$ cat config.mk
export PLATFORM = sky130hd
export DESIGN_NAME = alu_arbiter
export DESIGN_NICKNAME = d
export VERILOG_FILES = /design/src/rtl/alu_arbiter.sv
export SDC_FILE = /design/constraint.sdc
export NUM_CORES = 1
export LEC_CHECK = 0
export CORE_AREA = 2 2 347 349
export CTS_BUF_LIST = sky130_fd_sc_hd__clkbuf_4
export DETAILED_ROUTE_END_ITERATION = 10
export DIE_AREA = 0 0 349 351
export PLACE_DENSITY = 0.31
export REMOVE_ABC_BUFFERS = 1
export SLEW_MARGIN = 15
export SYNTH_ARGS = -nofsm -noshare
export SYNTH_HDL_FRONTEND = slang
export SYNTH_SLANG_ARGS = --single-unit
$ cat constraint.sdc
create_clock -name clk -period 14.4 [get_ports clk]
set_input_delay 2.16 -clock clk [delete_from_list [all_inputs] [get_ports clk]]
set_output_delay 2.16 -clock clk [all_outputs]
set_load 0.005 [all_outputs]
$ cat src/rtl/alu_arbiter.sv
// Round-robin arbiter sharing one fixed-latency ALU among N_REQ requesters.
// One operation in flight; result is returned to the owner with valid/ready.
module alu_arbiter #(
    parameter int N_REQ   = 4,
    parameter int WIDTH   = 72,
    parameter int ALU_LAT = 1
) (
    input  logic                   clk,
    input  logic                   reset,
    input  logic [N_REQ-1:0]       req_valid,
    output logic [N_REQ-1:0]       req_ready,
    input  logic [4*N_REQ-1:0]     req_op,
    input  logic [WIDTH*N_REQ-1:0] req_a,
    input  logic [WIDTH*N_REQ-1:0] req_b,
    output logic [N_REQ-1:0]       rsp_valid,
    input  logic [N_REQ-1:0]       rsp_ready,
    output logic [WIDTH-1:0]       rsp_data,
    output logic                   rsp_err,
    output logic [3:0]             alu_op,
    output logic [WIDTH-1:0]       alu_a,
    output logic [WIDTH-1:0]       alu_b,
    input  logic [WIDTH-1:0]       alu_c,
    output logic                   busy
);
    localparam int PW = $clog2(N_REQ);
    localparam int CW = $clog2(ALU_LAT + 1);

    typedef enum logic [1:0] {S_IDLE, S_EXEC, S_RESP} state_t;

    state_t           r_state, w_next;
    logic [PW-1:0]    r_rr, r_owner;
    logic [CW-1:0]    r_cnt;
    logic [3:0]       r_op;
    logic [WIDTH-1:0] r_a, r_b, r_data;
    logic             r_err;

    logic [PW-1:0]    w_win;
    logic             w_any;
    logic [PW:0]      w_idx;
    logic [3:0]       w_op;
    logic [WIDTH-1:0] w_a, w_b;
    logic             w_legal;

    // Search upward from the slot after the last owner, wrapping modulo N_REQ.
    always_comb begin
        w_win = '0;
        w_any = 1'b0;
        w_idx = '0;
        for (int k = 1; k <= N_REQ; k++) begin
            w_idx = {1'b0, r_rr} + (PW+1)'(k);
            if (w_idx >= (PW+1)'(N_REQ))
                w_idx = w_idx - (PW+1)'(N_REQ);
            if (!w_any && req_valid[w_idx[PW-1:0]]) begin
                w_any = 1'b1;
                w_win = w_idx[PW-1:0];
            end
        end
    end

    assign w_op    = req_op[int'(w_win)*4 +: 4];
    assign w_a     = req_a[int'(w_win)*WIDTH +: WIDTH];
    assign w_b     = req_b[int'(w_win)*WIDTH +: WIDTH];
    assign w_legal = ~w_op[3];

    always_ff @(posedge clk or posedge reset) begin
        if (reset) r_state <= S_IDLE;
        else       r_state <= w_next;
    end

    always_comb begin
        w_next = r_state;
        case (r_state)
            S_IDLE:  if (w_any) w_next = w_legal ? S_EXEC : S_RESP;
            S_EXEC:  if (r_cnt == '0) w_next = S_RESP;
            S_RESP:  if (rsp_ready[r_owner]) w_next = S_IDLE;
            default: w_next = S_IDLE;
        endcase
    end

    always_ff @(posedge clk or posedge reset) begin
        if (reset) begin
            r_rr    <= PW'(N_REQ - 1);
            r_owner <= '0;
            r_cnt   <= '0;
            r_op    <= '0;
            r_a     <= '0;
            r_b     <= '0;
            r_data  <= '0;
            r_err   <= 1'b0;
        end else begin
            case (r_state)
                S_IDLE: begin
                    if (w_any) begin
                        r_owner <= w_win;
                        if (w_legal) begin
                            r_op  <= w_op;
                            r_a   <= w_a;
                            r_b   <= w_b;
                            r_cnt <= CW'(ALU_LAT);
                        end else begin
                            // Illegal op: answer immediately, ALU inputs untouched.
                            r_data <= '0;
                            r_err  <= 1'b1;
                        end
                    end
                end
                S_EXEC: begin
                    if (r_cnt == '0) begin
                        r_data <= alu_c;
                        r_err  <= 1'b0;
                    end else begin
                        r_cnt <= r_cnt - 1'b1;
                    end
                end
                S_RESP: begin
                    if (rsp_ready[r_owner]) r_rr <= r_owner;
                end
                default: ;
            endcase
        end
    end

    always_comb begin
        req_ready = '0;
        rsp_valid = '0;
        busy      = (r_state != S_IDLE);
        if (r_state == S_IDLE && w_any && !reset) req_ready[w_win] = 1'b1;
        if (r_state == S_RESP) rsp_valid[r_owner] = 1'b1;
    end

    assign alu_op   = r_op;
    assign alu_a    = r_a;
    assign alu_b    = r_b;
    assign rsp_data = r_data;
    assign rsp_err  = r_err;

endmodule
== Word-level counts from Yosys, hierarchy flattened ==
Cells that the tools add are included.
Word-level totals
  flip-flop bits (word level): 227
  output and inout bits: 230
  bits of input ports: 674
  logic and storage cells: 107
Operators by class
  $lt $le $gt $ge: 12
  bitwise gates (word level): 1
  multipliers: 1
  reductions and logical operators: 20
  muxes and demuxes: 45
  add/sub/neg operators: 9
  shift-type cells: 3
  eq/ne operators: 7
Operators by type and width (count)
  $shiftx A288 B10 Y72: 1
  $shiftx A288 B32 Y72: 1
  $mux W72: 3
  $pmux W72 S2: 1
  $mux W2: 12
  $lt A2 B3 Y1 const B: 6
  $mux W1: 17
  $shiftx A16 B5 Y4: 1
  $ge A3 B3 Y1 const B: 4
  $bmux W1 S2: 5
  $ne A2 B2 Y1 const B: 5
  $reduce_and A3 Y1: 3
  $mux W4: 2
  $sub A2 B1 Y2 const B: 4
  $logic_and A1 B1 Y1: 7
  $add A2 B2 Y3 const B: 2
  $mul A2 B4 Y6 const B: 1
  $pmux W2 S3: 1
  $demux W1 S2: 2
  $ge A2 B1 Y1 const B: 2
  $logic_not A1 Y1: 4
  $pmux W1 S2: 2
  $reduce_and A2 Y1: 2
  $reduce_and A4 Y1: 1
  other kinds (8): 9

== Logic depth before layout (Yosys ltp) ==
  word-level depth: 20
  depth in mapped cells: 8
  gate-level depth less buffers: 5

== Worst setup path before layout ==
Ideal clock, no wire load.
  kind: in2out
  start: input req_valid[3]
  end: output req_ready[0]
  data required time: 12240 ps
  stages: 6
  arrival time: 3486 ps
  setup slack: 8754 ps
  path through: buf_4 -> o21bai_1 -> a311o_1 -> clkbuf_1 -> clkbuf_1 -> nor3b_1
Between the ends
  word-level cells in the longest chain between the ends: 17
  elaborated cells between the ends (all ways): 30
  those cells by class: 2 x order compare; 19 x mux; 9 x reduce/logical
RTL lines
  start, declared: line 10  | input logic [N_REQ-1:0] req_valid,
  $bmux W1 S2: line 53  | if (!w_any && req_valid[w_idx[PW-1:0]]) begin
  $mux W1 (not written as such): line 53
  $mux W1: line 53
  $logic_not A1 Y1: line 53
  $logic_and A1 B1 Y1: line 53
  $mux W1: line 53
  $logic_not A1 Y1: line 53
  $logic_and A1 B1 Y1: line 53
  $mux W1: line 53
  $logic_not A1 Y1: line 53
  $logic_and A1 B1 Y1: line 53
  $mux W2: line 53
  $lt A2 B3 Y1 (not written as such) / $ge A2 B1 Y1 (equally long branches): line 127  | if (r_state == S_IDLE && w_any && !reset) req_ready[w_win] = 1'b1;
  $logic_and A1 B1 Y1 (not written as such): line 127
  $mux W1 (not written as such): line 127
  $demux W1 S2: line 127
  $mux W4 *: line 127
  end, declared: line 11  | output logic [N_REQ-1:0] req_ready,
Mark *: on every way between the ends. The rest lies on a longest branch, timed or not. The select of a mux whose other input is x is not followed.

== Final worst setup path ==
  start: input req_valid[3]
  end: register r_a[47] (netlist: alu_a[47])
Between the ends
  word-level cells in the longest chain between the ends: 15
  elaborated cells between the ends (all ways): 27
  those cells by class: 1 x mul; 2 x shift; 16 x mux; 1 x bitwise; 7 x reduce/logical
RTL lines
  branches (longest 15 deep; another with $bmux W1 S2)
  end signal, assigned: line 97  | r_a <= w_a;
  end, declared: line 34  | logic [WIDTH-1:0] r_a, r_b, r_data;
Parallel ways; which one is timed is not known. The select of a mux whose other input is x is not followed.
A chain may end at the register's enable or synchronous reset.

==> qor.yml <==
area_growth_syn_to_layout_pct: 93.66
yosysTopAreaCellShare: 0.4485
slew_headroom: 0.2326
ys_ff_latch: 227
antenna_found_initial: 43
ys_warn_count: 0
crit_arrival_ns: 7.30
drt_iter0_drc: 526
cap_violations: 0
worst_slew_pin_slew_ns: 1.151
grt_pass1_vias: 15200
port_buffers: 902
hold_path.class: "flop to flop"
synth_area_mm2: 0.01255
ctsHoldBuffers: 0
die_h_um: 351
clock-sinks: 227
setup_viol: 0
grtUsageTotal: 0.1252
clkLatencyLatePin_ns: 0.82
syn_inst: 1357
drive_gt1_frac: 0.08997
gp_congestion: 0.8472
required_ns: 15.06
rsz0062_at_grt: "no"
cts_buffers: 81
die-area_mm2: 0.1225
critical_path_class: "primary input to flop"
p_leak_nw: 9.654
drv_slew: 0
start_kind: "primary input"
fp.coreArea_mm2: 0.1190
cts.path.max_buffers: 3
synthTopCellsByCount: "nand2_1 (301), dfrtp_1 (225), inv_1 (152), a22oi_1 (147), o211ai_1 (147)"
synth-edff-count: 0
cts_root_buf: "clkbuf_4"
async_flop_share: 1.000
fmax_mhz: 150.7
yosysSeqAreaShare: 0.4527
rrSetupSlack_ns: 9.25
grt_overflow: 0
hpwl_um: 64160
p_per_area_mw_per_mm2: 165.8
period_minus_slack_ns: 6.637
timing.final.crit_share: 0.4609
worst_setup_hold_path_clk_slew_ns: 0.05
synth_most_common_cell: "nand2_1"
dr.pass1.iters: 4
yosys.area.top_type: "dfrtp_1"
cts_tree: "done"
timing.hold.ws_ns: 0.4848
ys_top_cells_by_area: "dfrtp_1 (45%), mux2_1 (9.2%), nand2_1 (9.0%), a22oi_1 (8.8%), o211ai_1 (8.8%)"
tns_ns: 0
cts_htree_levels: 3
status: "complete, no violations"
finalClockSkew_ns: 0.04112
end_kind: "flop"
post_cts_resized: 0
hold_violations: 0
viasPerCell: 3.656
io_pins: 904
grt_pass1_wl_um: 110200
final_nets: 2926
die_x_um: 349
antenna_left: 0
drt_wl_total_um: 80590
ys_types: 44
syn_area_per_cell_um2: 9.252
crit_fanout: 68
start_util: 0.1055
grt_start_max_net_pins: 110
drcViolationCount: 0
peakVddDrop_uv: 66.03
routedWlPerCell_um: 20.85
row_count: 127
ys.flop_type: "dfrtp_1"
cts_setup_buffers: 0
vias: 14130
==> power by group <==
group / internal [mW] / total (mW) / switching (mW)
Sequential: 0.955 / 1.14 / 0.188
Combinational: 1.10 / 2.09 / 0.994
Clock: 0.455 / 0.797 / 0.341
Total: 2.51 / 4.03 / 1.52
==> cell families after synthesis <==
family,Yosys count,share of synthesized area
other,1,0.0002987
flip-flops,227,0.4527
multiplexers,150,0.1354
AND/OR/NAND/NOR,331,0.1048
buffers and inverters,259,0.08800
AO/OA/AOI/OAI,389,0.2188
==> area by class of cell <==
| cell class | count | area (µm²) |
|---|---|---|
| multi-input combinational | 871 | 5834 |
| clock inverter | 21 | 196.4 |
| tap | 1548 | 1937 |
| antenna | 5 | 12.51 |
| fill | 13110 | 94700 |
| inverter | 152 | 578.1 |
| sequential | 227 | 5683 |
| clock buffer | 122 | 915.9 |
| timing repair buffer | 919 | 9156 |
==> registers in the layout, summed over array words and instances, names as in the netlist <==
name      count
alu_a        72
alu_b        72
rsp_data     72
alu_op        3
r_owner       2
r_rr          2
r_state       2
r_cnt         1
rsp_err       1
==> final timing paths <==
kind                               from   endpoint  depth (start not counted)
max in group asynchronous         reset   alu_a[7]                          3
min in group asynchronous         reset  alu_b[44]                          2
hold reg to reg               alu_a[16]  alu_a[16]                          1
hold / removal                alu_a[16]  alu_a[16]                          1
setup / recovery           req_valid[3]  alu_a[47]                          9
setup reg to reg                r_rr[1]  alu_a[47]                          8
==> critical path, stage by stage <==
cell and delay [ns]:
clkdlybuf4s50_1 0.64, o21ai_0 0.34, a22o_4 0.31, buf_4 0.70, nand2_1 0.32, nand4b_4 0.69, buf_4 0.73, buf_4 0.73
mux2_2 0.42
==> layer usage <==
metal / vias up / routed length [µm] / global-route usage
li1: 6580 / - / -
met1: 6711 / 26650 / 0.1170
met2: 624 / 44050 / 0.2425
met3: 154 / 7910 / 0.05589
met4: 60 / 1614 / 0.03589
met5: - / 366 / 0
==> per-stage QoR <==
stage / util / instance area, µm² / power, mW / setup WS [ns] / std cells
after floorplan: - / 12020 / 2.002 / 3.888 / 1250
after global placement: 0.1948 / 23190 / 3.330 / 6.846 / 3717
after detailed placement: 0.1948 / 23190 / 3.348 / 6.725 / 3717
after CTS: 0.2042 / 24300 / 4.203 / 7.669 / 3860
after global routing: 0.2043 / 24310 / 4.370 / 7.366 / 3864
final: 0.2043 / 24310 / 4.031 / 7.763 / 3865
==> cell usage in the layout (no fill, tap or decap), types with 3 or more instances in the layout <==
cell type	Yosys	layout
clkdlybuf4s50_1	0	902
nand2_1	301	301
dfrtp_1	225	225
inv_1	152	151
a22oi_1	147	147
o211ai_1	147	147
clkbuf_4	0	122
mux2_1	103	103
o21ai_0	76	76
mux2_2	46	46
buf_4	6	17
clkinv_1	0	13
nor2_1	7	6
diode_2	0	5
nand2b_1	5	4
bufinv_16	0	4
a21oi_1	3	3
nor2b_1	3	3
nor3b_1	3	3
Power figures use the tool's default switching activity.
